File: src/rtl/sparc_ifu_thrsched_pkg.sv
// rtl/sparc_ifu_thrsched_pkg.sv - shared constants and state encoding for the IFU thread scheduler
package sparc_ifu_thrsched_pkg;

    localparam int NTHR = 4;

    typedef enum logic [1:0] {
        TS_IDLE   = 2'd0,
        TS_RUN    = 2'd1,
        TS_SWITCH = 2'd2
    } ts_state_t;

    localparam logic [NTHR-1:0] THR0 = 4'b0001;
    localparam logic [NTHR-1:0] THR1 = 4'b0010;
    localparam logic [NTHR-1:0] THR2 = 4'b0100;
    localparam logic [NTHR-1:0] THR3 = 4'b1000;

    // Entry 0 is the oldest (least recently scheduled) thread.
    localparam logic [NTHR-1:0][1:0] LRU_RESET = {2'd3, 2'd2, 2'd1, 2'd0};

endpackage

File: src/rtl/sparc_ifu_thrsched_lru.sv
// rtl/sparc_ifu_thrsched_lru.sv - LRU list: combinational oldest-candidate pick, registered move-to-MRU update
module sparc_ifu_thrsched_lru
    import sparc_ifu_thrsched_pkg::*;
(
    input  logic            clk,
    input  logic            arst_l,
    input  logic [NTHR-1:0] cand,
    input  logic            upd,
    output logic [NTHR-1:0] win
);

    logic [NTHR-1:0][1:0] lru_q;
    logic [NTHR-1:0][1:0] lru_d;
    logic [1:0]           hit;
    logic                 any;

    always_comb begin
        hit   = 2'd0;
        any   = 1'b0;
        lru_d = lru_q;
        // Descending scan so the oldest matching entry is the one that sticks.
        for (int i = NTHR - 1; i >= 0; i--) begin
            if (cand[lru_q[i]]) begin
                hit = 2'(i);
                any = 1'b1;
            end
        end
        win = any ? (4'b0001 << lru_q[hit]) : 4'b0000;
        for (int i = 0; i < NTHR - 1; i++) begin
            lru_d[i] = (2'(i) < hit) ? lru_q[i] : lru_q[i+1];
        end
        lru_d[NTHR-1] = lru_q[hit];
    end

    always_ff @(posedge clk or negedge arst_l) begin
        if (!arst_l) begin
            lru_q <= LRU_RESET;
        end else if (upd && any) begin
            lru_q <= lru_d;
        end
    end

endmodule

File: src/rtl/sparc_ifu_thrsched.sv
// rtl/sparc_ifu_thrsched.sv - per-core thread scheduler top; run quantum enabled by IFU_THRSCHED_QUANTUM_EN
module sparc_ifu_thrsched
    import sparc_ifu_thrsched_pkg::*;
#(
    parameter int QW = 4
) (
    input  logic            clk,
    input  logic            arst_l,
    input  logic [NTHR-1:0] thr_rdy,
    input  logic [NTHR-1:0] thr_spec_rdy,
    input  logic [NTHR-1:0] thr_run,
    input  logic            fcl_stall,
    input  logic            sw_req,
    input  logic [QW-1:0]   quantum,
    output logic [NTHR-1:0] schedule,
    output logic            switch_out,
    output logic [NTHR-1:0] cur_thr,
    output logic            sched_spec
);

    ts_state_t       state_q, state_d;
    logic [NTHR-1:0] cand;
    logic [NTHR-1:0] win;
    logic [NTHR-1:0] sched_d, cur_d;
    logic            sw_d, spec_d, pick;
    logic            q_expire;

    // Speculative threads are only considered when nothing is plainly ready.
    assign cand = (|thr_rdy) ? thr_rdy : thr_spec_rdy;

    sparc_ifu_thrsched_lru u_lru (
        .clk    (clk),
        .arst_l (arst_l),
        .cand   (cand),
        .upd    (pick),
        .win    (win)
    );

`ifdef IFU_THRSCHED_QUANTUM_EN
    logic [QW-1:0] qcnt_q, qcnt_d;

    // Slice expiry yields only when someone else is waiting; a lone thread parks at 1.
    assign q_expire = (qcnt_q == QW'(1)) && (quantum != '0) && (|(cand & ~cur_thr));

    always_ff @(posedge clk or negedge arst_l) begin
        if (!arst_l) begin
            qcnt_q <= '0;
        end else begin
            qcnt_q <= qcnt_d;
        end
    end
`else
    logic quantum_unused;
    assign quantum_unused = ^quantum;
    assign q_expire       = 1'b0;
`endif

    always_comb begin
        state_d = state_q;
        cur_d   = cur_thr;
        sched_d = '0;
        sw_d    = 1'b0;
        spec_d  = 1'b0;
        pick    = 1'b0;
`ifdef IFU_THRSCHED_QUANTUM_EN
        qcnt_d  = qcnt_q;
`endif
        unique case (state_q)
            TS_IDLE: begin
                if (!fcl_stall && (|cand)) begin
                    pick    = 1'b1;
                    sched_d = win;
                    cur_d   = win;
                    spec_d  = ~(|thr_rdy);
                    state_d = TS_RUN;
`ifdef IFU_THRSCHED_QUANTUM_EN
                    qcnt_d  = quantum;
`endif
                end
            end
            TS_RUN: begin
                if (~(|(cur_thr & thr_run))) begin
                    cur_d   = '0;
                    state_d = TS_IDLE;
                end else if (!fcl_stall) begin
                    if (sw_req || q_expire) begin
                        sw_d    = 1'b1;
                        state_d = TS_SWITCH;
                    end
`ifdef IFU_THRSCHED_QUANTUM_EN
                    else if (qcnt_q > QW'(1)) begin
                        qcnt_d = qcnt_q - QW'(1);
                    end
`endif
                end
            end
            TS_SWITCH: begin
                cur_d   = '0;
                state_d = TS_IDLE;
            end
            default: begin
                cur_d   = '0;
                state_d = TS_IDLE;
            end
        endcase
    end

    always_ff @(posedge clk or negedge arst_l) begin
        if (!arst_l) begin
            state_q    <= TS_IDLE;
            schedule   <= '0;
            switch_out <= 1'b0;
            cur_thr    <= '0;
            sched_spec <= 1'b0;
        end else begin
            state_q    <= state_d;
            schedule   <= sched_d;
            switch_out <= sw_d;
            cur_thr    <= cur_d;
            sched_spec <= spec_d;
        end
    end

endmodule

File: config.mk
export PLATFORM = sky130hd
export DESIGN_NAME = sparc_ifu_thrsched
export DESIGN_NICKNAME = d
export VERILOG_FILES = /design/src/rtl/sparc_ifu_thrsched_pkg.sv /design/src/rtl/sparc_ifu_thrsched_lru.sv /design/src/rtl/sparc_ifu_thrsched.sv
export SDC_FILE = /design/constraint.sdc
export NUM_CORES = 1
export LEC_CHECK = 0
export BUFFER_PORTS_ARGS = -buffer_cell sky130_fd_sc_hd__buf_2
export CORE_ASPECT_RATIO = 0.5
export CORE_MARGIN = 4
export CORE_UTILIZATION = 30
export CTS_CLUSTER_SIZE = 25
export DETAILED_ROUTE_END_ITERATION = 8
export GPL_ROUTABILITY_DRIVEN = 0
export SYNTH_ARGS = -nofsm -noshare
export SYNTH_HDL_FRONTEND = slang
export SYNTH_HIERARCHICAL = 1
export SYNTH_SLANG_ARGS = --single-unit
export TNS_END_PERCENT = 5
File: constraint.sdc
create_clock -name clk -period 2.4 [get_ports clk]
set_input_delay 0.36 -clock clk [delete_from_list [all_inputs] [get_ports clk]]
set_output_delay 0.36 -clock clk [all_outputs]
set_load 0.005 [all_outputs]
# Word level (Yosys, flattened, before mapping)
# Cells that the tools add are included.
# totals
ff_bits	20
inputBits	20
out_inout_bits	10
wordCells	78
# op_classes
order_cmp	8
eq_ne	5
shift	1
mux	38
bitwise_logic	5
n_reduce_logical	12
# op_table
op	n
$mux W4	6
$mux W2	9
$mux W1	16
$lt A2 B3 Y1 const B	5
$reduce_or A4 Y1	3
$bmux W1 S2	4
$pmux W4 S2	1
$reduce_and A2 Y1	4
$ne A3 B3 Y1 const B	2
$and A4 B4 Y4	1
$bmux W2 S2	1
$lt A1 B2 Y1 const A	2
$ne A2 B2 Y1 const B	2
$not A1 Y1	4
$pmux W2 S2	1
$shl A1 B2 Y4 const A	1
$reduce_and A3 Y1	1
$eq A2 B1 Y1 const B	1
$logic_and A1 B1 Y1	2
$logic_not A2 Y1	1
$lt A2 B2 Y1 const A	1
$logic_not A1 Y1	1

# Depth between registers and ports, before layout
# Gate-level depths: netlist of run 1.
# logic_depth
depth_word	14
ltp_mapped	9
mapped_depth_nobuf	9

# By module
# The synthesis of run 1 kept the hierarchy.
# by_module_without_submodules
module	instances	cells_each	area_each_um2	seq_area_each_um2
sparc_ifu_thrsched	1	54	601.8	300.3
sparc_ifu_thrsched_lru	1	50	598.1	205.2

# Worst setup path after synthesis of run 1
# OpenSTA, ideal clock, no wires.
# synth_timing
path_type	input -> register
startpoint	input thr_rdy[0]
endpoint	register cur_thr[3]
setup_time_ns	0.080
arrival_time_ns	2.178
t_required_ns	2.320
setup_slack_ns	0.142
stages	9
path_buffers	0
path_cell_list	nor4_1 > a21o_1 > mux4_2 > or2_4 > o21bai_1 > o211a_2 > nor3b_1 > o211ai_1 > o211ai_2
# synth_between
elab_chain_cells	14
word_cells_on_any_way	28
classes_between	eq/ne (1); shift (1); mux (22); reduce/logical (4)
# synth_lines
item	line	text
from (decl)	sparc_ifu_thrsched.sv:9	input logic [NTHR-1:0] thr_rdy,
$reduce_or A4 Y1 (*)	sparc_ifu_thrsched.sv:29	assign cand = (|thr_rdy) ? thr_rdy : thr_spec_rdy;
$mux W4 (*)	sparc_ifu_thrsched.sv:29	
net cand[1]	sparc_ifu_thrsched.sv:22	logic [NTHR-1:0] cand;
$bmux W1 S2	sparc_ifu_thrsched_lru.sv:23	if (cand[lru_q[i]]) begin
$mux W1 (implied by the code)	sparc_ifu_thrsched_lru.sv:23	
$mux W2 (4 in series)	sparc_ifu_thrsched_lru.sv:23	
$bmux W2 S2	sparc_ifu_thrsched_lru.sv:28	win = any ? (4'b0001 << lru_q[hit]) : 4'b0000;
$mux W2 (implied by the code)	sparc_ifu_thrsched_lru.sv:28	
$shl A1 B2 Y4	sparc_ifu_thrsched_lru.sv:28	
$mux W4 (*)	sparc_ifu_thrsched_lru.sv:28	
net win[3]	sparc_ifu_thrsched.sv:23	logic [NTHR-1:0] win;
$mux W4 (*)	sparc_ifu_thrsched.sv:70	if (!fcl_stall && (|cand)) begin
$pmux W4 S2 (*)	sparc_ifu_thrsched.sv:68	unique case (state_q)
to (signal assigned)	sparc_ifu_thrsched.sv:119	cur_thr <= cur_d;
to (decl)	sparc_ifu_thrsched.sv:17	output logic [NTHR-1:0] cur_thr,
# The timed path passes the listed nets; every way through them passes the cells marked *. The select of a mux whose other input is x is not followed.
# A chain may end at the register's enable or synchronous reset.

# Worst setup path after layout of run 1
# layout_timing
startpoint	register u_lru/lru_q[2] in the netlist's numbering
endpoint	register cur_thr[0]
# layout_between
elab_chain_cells	10
word_cells_on_any_way	12
classes_between	shift (1); mux (11)
# layout_lines
item	line	text
from (decl)	sparc_ifu_thrsched_lru.sv:12	logic [NTHR-1:0][1:0] lru_q;
from (signal assigned)	sparc_ifu_thrsched_lru.sv:39	lru_q <= lru_d;
$bmux W1 S2	sparc_ifu_thrsched_lru.sv:23	
$mux W1 (implied by the code)	sparc_ifu_thrsched_lru.sv:23	
$mux W2 (2 in series)	sparc_ifu_thrsched_lru.sv:23	
$bmux W2 S2	sparc_ifu_thrsched_lru.sv:28	
$mux W2 (implied by the code)	sparc_ifu_thrsched_lru.sv:28	
$shl A1 B2 Y4	sparc_ifu_thrsched_lru.sv:28	
$mux W4 (*)	sparc_ifu_thrsched_lru.sv:28	
net win[0]	sparc_ifu_thrsched.sv:23	
$mux W4 (*)	sparc_ifu_thrsched.sv:70	
$pmux W4 S2 (*)	sparc_ifu_thrsched.sv:68	
# Marked as above.

==> impl_metrics.ini, run 1 <==
[global_route]
grt_use_met2_pct = 21.4
grt_first_pass_wirelength_um = 4770
grt_max_degree = 21
grtUsageMet1_pct = 14.0
grt_use_total_pct = 11.8
grtUsageMet3_pct = 3.05
grt-busiest-layer = met2
grt_pass1_vias = 1031
overflow = 0
antenna_found_initial = 0

[clock_tree]
cts_resized = 0
clk_pin_slew_worst_paths_ns = 0.08
cts-root-buf = clkbuf_8
cts_buffer_depth = 2
cts_setup_buffers = 0
tritoncts = built
cts_made_buffers = 3
cts_max_level = 1
clock_sinks = 20
clock_latency_ns = 0.26
postCtsHoldBufs = 0

[hold_path]
hold_class = in -> async

[cells_and_area]
postLayoutCellArea_um2 = 1590
diodes = 0
fin_cells = 195
final_layout_size_suffix_gt1_share_pct = 51.4
fin_nets = 165
syn2layout_area_growth_pct = 32.5
final_util_pct = 43.7

[critical_path]
max_stage_delay_ns = 0.55
cp_max_fo = 6
critPathTopFamily = simple AND/OR/NAND/NOR gates
path_cells = mux4_2 -> or2_4 -> buf_6 -> nor3_4 -> buf_4 -> nor3b_2 -> o211ai_1 -> o211ai_2
end_kind = flip-flop
cp_slowest_cell = dfstp_2
arrival_ns = 2.44
path_buf_inv = 2
path_class = reg -> reg
required_ns = 2.55
start_kind = flip-flop

[placed_design]
dp_cells = 193
dp_hpwl_um = 2130
portBuffers = 25
place_area_um2 = 1490

[synth]
synthTopCellsByArea = dfrtp_1 33%, dfstp_2 8.8%, mux2_2 7.5%
async_flop_share_pct = 100
synth_area_per_cell_um2 = 11.5
netlist.top_cell.by_area = dfrtp_1
ys.flop_type = dfrtp_1
synth_top_area_share_pct = 33.4
synthSimpleGateAreaFrac_pct = 16.5
ys_ff_latch = 20
synth_mux_area_share_pct = 19.2
yosys-top-cells-count = 16 x dfrtp_1, 8 x mux2_2, 8 x o211ai_1, 6 x nand2_1, 6 x nor3_1
synth_warnings = 6
synth_fp_nets = 124
synth_compound_area_share_pct = 20.2
syn_area_um2 = 1200
syn_inst = 104
synth_edf_count = 0
synth_cell_type_count = 36
yosys.area_share.adder_pct = 0
synth_xor_area_share_pct = 0
synth_top_family_by_area = compound AO/OA/AOI/OAI gates
yosysMostFrequentCell = dfrtp_1
synth-seq-area-share_pct = 42.1

[floorplanning]
dieWidth_um = 97.4
fp.dieH_um = 52.7
io_pins = 30
dieArea_um2 = 5140
coreArea_um2 = 3640
start_util_pct = 33.0
rows = 15

[timing]
finalSetupTns_ns = 0
fmax_mhz = 435
skew_ns = 0.00223
finalCritPeriodShare_pct = 95.8
finalHoldWorstSlack_ns = 0.0473
setup_viol = 0
period_minus_slack_ns = 2.30
slew_headroom_pct = 66.5
rsz0062_at_grt = false
worstMarginPinSlew_ns = 0.498
final_hold_viol_count = 0
maxSlewViolCount = 0

[detailed_routing]
num_vias = 990
drtAntennaViolNets = 0
post_drt_wl_per_cell_um = 14.7
viasPerCell = 5.08
routed_wirelength_um = 2860
drt_iter0_drc = 33
firstDrtPassIters = 4
drc = 0

[job]
cap_violations = 0

[status]
outcome = completed

[pwr]
leakage_uw = 0.000750
vdd_ir_drop_max_mv = 0.356
powerDensity_nw_per_um2 = 1100
[layout make-up]
class / instances / area [µm²]
fillers: 362 / 2050
multi-input cells: 78 / 709
flip-flops and latches: 20 / 505
repair buffers: 37 / 221
well taps: 51 / 63.8
clock buffers: 3 / 41.3
clock inverters: 1 / 30.0
inverters: 5 / 18.8
[cells by family after synthesis]
kind of cell	Yosys count
AOI/OAI and AO/OA	30
buffers and inverters	6
DFF	20
muxes	17
and+or+nand+nor	31
[path summary, 6_finish.rpt]
check	startpoint	to	slack [ns]	cells after the start
min in group clk	fcl_stall	state_q[0]	0.42	3
min reg2reg	u_lru/lru_q[7]	u_lru/lru_q[7]	0.55	2
max in group asynchronous	arst_l	u_lru/lru_q[6]	2.00	1
min	arst_l	u_lru/lru_q[0]	0.05	1
max	u_lru/lru_q[2]	cur_thr[0]	0.10	8
max reg2reg	u_lru/lru_q[2]	cur_thr[0]	0.10	8
[per-layer routing]
metal / part of all wire, % / up-vias
met2: 49 / 16
met5: 0 / -
li1: - / 481
met3: 4.2 / 5
met4: 1.1 / 0
met1: 46 / 488
[report_power, final]
group | switching, µW | internal (µW)
Combinational | 369 | 433
Sequential | 118 | 477
Clock | 124 | 223
[cell usage in the layout, fill, tap and decap left out, drive strengths merged, types with 2 or more instances in the layout]
cell type / n
a22o: 2
dfrtp: 16
nor2b: 5
dfstp: 4
mux4: 4
inv: 5
nor3: 7
a21o: 4
mux2: 8
nor3b: 2
clkbuf: 3
buf: 37
o211ai: 12
mux2i: 5
nor2: 2
nand2: 6
o21ai: 6
or4: 2
[metrics by stage]
| stage | total power (µW) | setup WS (ns) |
|---|---|---|
| after CTS | 1730 | 0.0461 |
| after floorplan | 1100 | 0.142 |
| after detailed placement | 1370 | -0.221 |
| final | 1740 | 0.101 |
| after global routing | 1850 | 0.00122 |
| after global placement | 1350 | -0.210 |
[flip-flops by register name, indices dropped and copies added, names as in the netlist]
register     flops
switch_out       1
schedule         4
u_lru/lru_q      8
state_q          2
sched_spec       1
cur_thr          4
[worst register-to-register path, stage by stage, from the launching register on]
cell	delay [ns]
dfstp_2	0.55
mux4_2	0.51
or2_4	0.27
buf_6	0.12
nor3_4	0.28
buf_4	0.17
nor3b_2	0.03
o211ai_1	0.13
o211ai_2	0.12
Note: power is estimated with default switching activity, not from simulation.
==> inputs of run 2 (changes only) <==
ABC_AREA = 1   (was default)
==> impl_metrics.ini, run 2 <==
[status]
outcome = completed

[pwr]
p_comb_share_pct = 53.9
switching_share_pct = 46.1
seq_power_share_pct = 28.6
clock_power_share_pct = 17.4
powerDensity_nw_per_um2 = 1260
leakage_uw = 0.000866
switchingPower_uw = 896
total_power_uw = 1940
vdd_ir_drop_max_mv = 0.275
internal_power_uw = 1050

[critical_path]
end_kind = flip-flop
arrival_ns = 2.13
path_class = in -> reg
cp_max_fo = 7
required_ns = 2.60
start_kind = input pin

[synth]
netlist.top_cell.by_area = dfrtp_1
synth_warnings = 6
yosysMostFrequentCell = nand2_1
async_flop_share_pct = 100
synth_area_per_cell_um2 = 7.17
syn_area_um2 = 1280
yosys-top-cells-count = 64 x nand2_1, 26 x nand3_1, 19 x inv_1, 16 x dfrtp_1, 10 x nor2_1
synth_edf_count = 0
synthTopCellsByArea = dfrtp_1 31%, nand2_1 19%, nand3_1 10%
synth_fp_nets = 198
synth_top_area_share_pct = 31.4
synth_cell_type_count = 20
ys_ff_latch = 20
synth-seq-area-share_pct = 39.6
ys.flop_type = dfrtp_1
syn_inst = 178

[cells_and_area]
syn2layout_area_growth_pct = 20.7
fillerInstances = 445
largest_register_ffs = 8
regMostFlops = u_lru/lru_q
final_cell_mix = 64 x nand2_1, 26 x nand3_1, 25 x buf_2
fin_nets = 228
final_layout_size_suffix_gt1_share_pct = 29.0
multi_input_area_um2 = 672
largestRegisters = u_lru/lru_q (8), cur_thr (4), schedule (4)
seqCellArea_um2 = 505
diodes = 0
layout_commonest_cell = nand2_1
final_util_pct = 38.5

[clock_tree]
clock_sinks = 20
tritoncts = built
cts-root-buf = clkbuf_8
cts_buffer_depth = 2
postCtsHoldBufs = 0
cts_resized = 0
clk_pin_slew_worst_paths_ns = 0.08
clock_latency_ns = 0.26
cts_made_buffers = 3
cts_setup_buffers = 0
cts_max_level = 1

[timing]
worstMarginPinSlew_ns = 0.462
skew_ns = 0.00191
finalCritPeriodShare_pct = 80.3
finalSetupTns_ns = 0
setup_viol = 0
maxSlewViolCount = 0
period_minus_slack_ns = 1.93
fmax_mhz = 519
slew_headroom_pct = 69.2
rsz0062_at_grt = false
setup_ws_ns = 0.473
final_hold_viol_count = 0

[global_route]
grt_use_total_pct = 11.1
antenna_found_initial = 0
overflow = 0
grt_pass1_vias = 1105
grt_first_pass_wirelength_um = 4830
grt_max_degree = 21

[floorplanning]
dieWidth_um = 100
io_pins = 30
fp.dieH_um = 54.1
coreArea_um2 = 4000
start_util_pct = 31.9
dieArea_um2 = 5420
rows = 16

[detailed_routing]
drc = 0
drtAntennaViolNets = 0
viasPerCell = 4.53
drt_iter0_drc = 83
firstDrtPassIters = 4
num_vias = 1183
routed_wirelength_um = 2880
post_drt_wl_per_cell_um = 11.0

[placed_design]
pre_cts_ws_ns = 0.195
portBuffers = 25
dp_hpwl_um = 2330

[job]
cap_violations = 0

[hold_path]
hold_class = in -> async
==> run 2: final timing paths <==
kind	startpoint	slack (ns)	endpoint	cells after the start
worst max-delay path	thr_rdy[1]	0.47	cur_thr[2]	16
worst min-delay path	arst_l	0.04	cur_thr[2]	1
worst max register to register	u_lru/lru_q[6]	0.61	cur_thr[2]	14
worst min register to register	u_lru/lru_q[5]	0.49	u_lru/lru_q[5]	2
max in group asynchronous	arst_l	2.01	u_lru/lru_q[6]	1
min in group clk	fcl_stall	0.30	state_q[1]	2
==> run 2: cell families (layout without fill, tap and decap cells) <==
| logic type | Yosys count | after routing | synth area share [%] |
|---|---|---|---|
| simple gates | 121 | 121 | 46.2 |
| buf+inv | 25 | 54 | 7.75 |
| flops | 20 | 20 | 39.6 |
| compound gates | 12 | 12 | 6.47 |
==> run 2: power by group through the flow <==
stage	clock network, µW	registers [µW]	logic, µW
floorplan	0	548	813
global placement	0	556	1030
detailed placement	0	561	1050
CTS	350	557	1050
global route	368	570	1180
finish	339	557	1050
==> run 2: metrics by stage <==
stage               cell area, µm²  cells  hold slack [ns]
floorplan                     1280    178           0.0644
global placement              1470    257            0.341
detailed placement            1470    257            0.353
CTS                           1540    261           0.0635
global route                  1540    261           0.0742
finish                        1540    261           0.0404
==> run 2: metal layers <==
layer | track usage (%) | up-vias | share of wire, %
met5 | 0 | - | 0
met4 | 2.46 | 0 | 0.35
met3 | 1.94 | 2 | 3.5
met2 | 19.3 | 27 | 47
met1 | 14.5 | 535 | 49
li1 | - | 619 | -
==> run 2: cell type report <==
cell class | instances | share of cell area [%]
clock buffer | 3 | 2.68
clock inverter | 1 | 1.95
inverter | 25 | 6.42
multi-input combinational | 133 | 43.6
sequential | 20 | 32.8
tap | 54 | 4.39
timing repair buffer | 25 | 8.12
==> run 2: worst max-delay path, stage by stage <==
cell and delay [ns]:
buf_2 0.11, nor2_2 0.18, nand3_1 0.09, nand2_1 0.23, nand2_1 0.09, nand3_1 0.07, nand2_1 0.08, nand2_1 0.10
clkinv_2 0.11, nor2_8 0.13, inv_4 0.08, nand3_1 0.08, nand2_1 0.10, nor2_1 0.16, nand2_1 0.09, nand2_1 0.06
==> inputs of run 3 (changes only) <==
clock period = 1.8 ns   (was 2.4 ns; I/O delays follow)
==> impl_metrics.ini, run 3 (synthesized netlist as in run 2, its figures left out) <==
[status]
outcome = completed

[critical_path]
cp_max_fo = 8
required_ns = 2.01
path_class = reg -> reg
start_kind = flip-flop
end_kind = flip-flop
arrival_ns = 1.97

[placed_design]
dp_hpwl_um = 2400
pre_cts_ws_ns = -0.222
portBuffers = 25
dp_cells = 273

[timing]
setup_ws_ns = 0.0373
worstMarginPinSlew_ns = 0.497
maxSlewViolCount = 0
finalHoldWorstSlack_ns = 0.206
rsz0062_at_grt = true
slew_headroom_pct = 66.8
skew_ns = 0.00710
period_minus_slack_ns = 1.76
fmax_mhz = 567
final_hold_viol_count = 0
finalCritPeriodShare_pct = 97.9
finalSetupTns_ns = 0
setup_viol = 0

[floorplanning]
fp.dieH_um = 54.1
dieArea_um2 = 5420
rows = 16
io_pins = 30
dieWidth_um = 100
start_util_pct = 31.9
coreArea_um2 = 4000

[clock_tree]
clock_latency_ns = 0.27
cts-root-buf = clkbuf_8
tritoncts = built
clock_sinks = 20
cts_made_buffers = 3
cts_buffer_depth = 2
cts_max_level = 1
clk_pin_slew_worst_paths_ns = 0.08

[cells_and_area]
final_cell_mix = 50 x nand2_1, 25 x buf_2, 19 x nand3_1, 19 x buf_4
largest_register_ffs = 8
fin_nets = 249
fin_cells = 282
largestRegisters = u_lru/lru_q (8), cur_thr (4), schedule (4)
diodes = 0
syn2layout_area_growth_pct = 42.9
regMostFlops = u_lru/lru_q
layout_commonest_cell = nand2_1
final_layout_size_suffix_gt1_share_pct = 45.2

[detailed_routing]
post_drt_wl_per_cell_um = 11.7
viasPerCell = 4.54
drtAntennaViolNets = 0
routed_wirelength_um = 3290
drt_iter0_drc = 37
num_vias = 1279
drc = 0
firstDrtPassIters = 4

[job]
cap_violations = 0

[pwr]
leakage_uw = 0.000993
total_power_uw = 3190
vdd_ir_drop_max_mv = 0.541
powerDensity_nw_per_um2 = 1750

[global_route]
overflow = 0
grt_max_degree = 21
grt_first_pass_wirelength_um = 5160
grt_use_total_pct = 12.1
grt_pass1_vias = 1199
antenna_found_initial = 0

[hold_path]
hold_class = in -> reg
-- run 3: changes by cell type in the layout (fill, tap and decap cells not counted), sizes merged --
cell	before	now
clkinv	2	1
inv	23	24
buf	25	45
dlygate4sd3	0	1
-- run 3: report_power, final --
| part | leakage [µW] | total, µW | switching [µW] | internal [µW] |
|---|---|---|---|---|
| combinational | 0.000700 | 1970 | 1160 | 817 |
| clock | 0.0000357 | 467 | 170 | 297 |
| sequential | 0.000258 | 746 | 125 | 621 |
-- run 3: metal layers --
metal	GRT usage (%)	share of wire (%)	wire, µm
met4	3.13	1.4	45
met2	20.6	46	1510
met1	16.0	50	1650
met3	2.33	2.7	88
met5	0	0	0
-- run 3: cell type report --
type	instances	area, µm²
Fill cell	398	2180
Multi-Input combinational cell	133	779
Sequential cell	20	505
Timing Repair Buffer	46	298
Inverter	25	103
Tap cell	54	67.6
Clock buffer	3	41.3
Clock inverter	1	30.0
-- run 3: final timing paths --
| kind | from | endpoint | slack, ns | cells past startpoint |
|---|---|---|---|---|
| worst min register to register | u_lru/lru_q[5] | u_lru/lru_q[5] | 0.50 | 2 |
| max in group asynchronous | arst_l | u_lru/lru_q[5] | 0.95 | 2 |
| min in group asynchronous | arst_l | schedule[1] | 0.49 | 2 |
| worst min-delay path | fcl_stall | switch_out | 0.21 | 2 |
| worst max register to register | u_lru/lru_q[6] | cur_thr[1] | 0.04 | 14 |
| worst max-delay path | u_lru/lru_q[6] | cur_thr[1] | 0.04 | 14 |
-- run 3: timing repair --
action,CTS,global route
hold buffers,1,0
endpoints found under the setup margin,0,16
setup buffers,0,4
gates resized for setup,0,31
endpoints found under the hold margin,16,0
-- run 3: through the flow --
step | utilization [%] | cell area [µm²]
finish | 45.6 | 1820
global route | 45.6 | 1820
CTS | 42.0 | 1680
detailed placement | 40.0 | 1600
global placement | 40.0 | 1600
floorplan | - | 1280
-- run 3: critical path, cell delays in order (launching register included) --
cell,delay [ns]
dfstp_2,0.60
inv_4,0.07
nand2_4,0.06
nand2_2,0.04
nand2_1,0.05
nand2_1,0.06
nand2_2,0.07
nand2_4,0.10
nand2_8,0.14
nand2_1,0.07
nand3_2,0.08
nand3_2,0.08
nor2_1,0.12
nand2_1,0.08
nand2_1,0.07
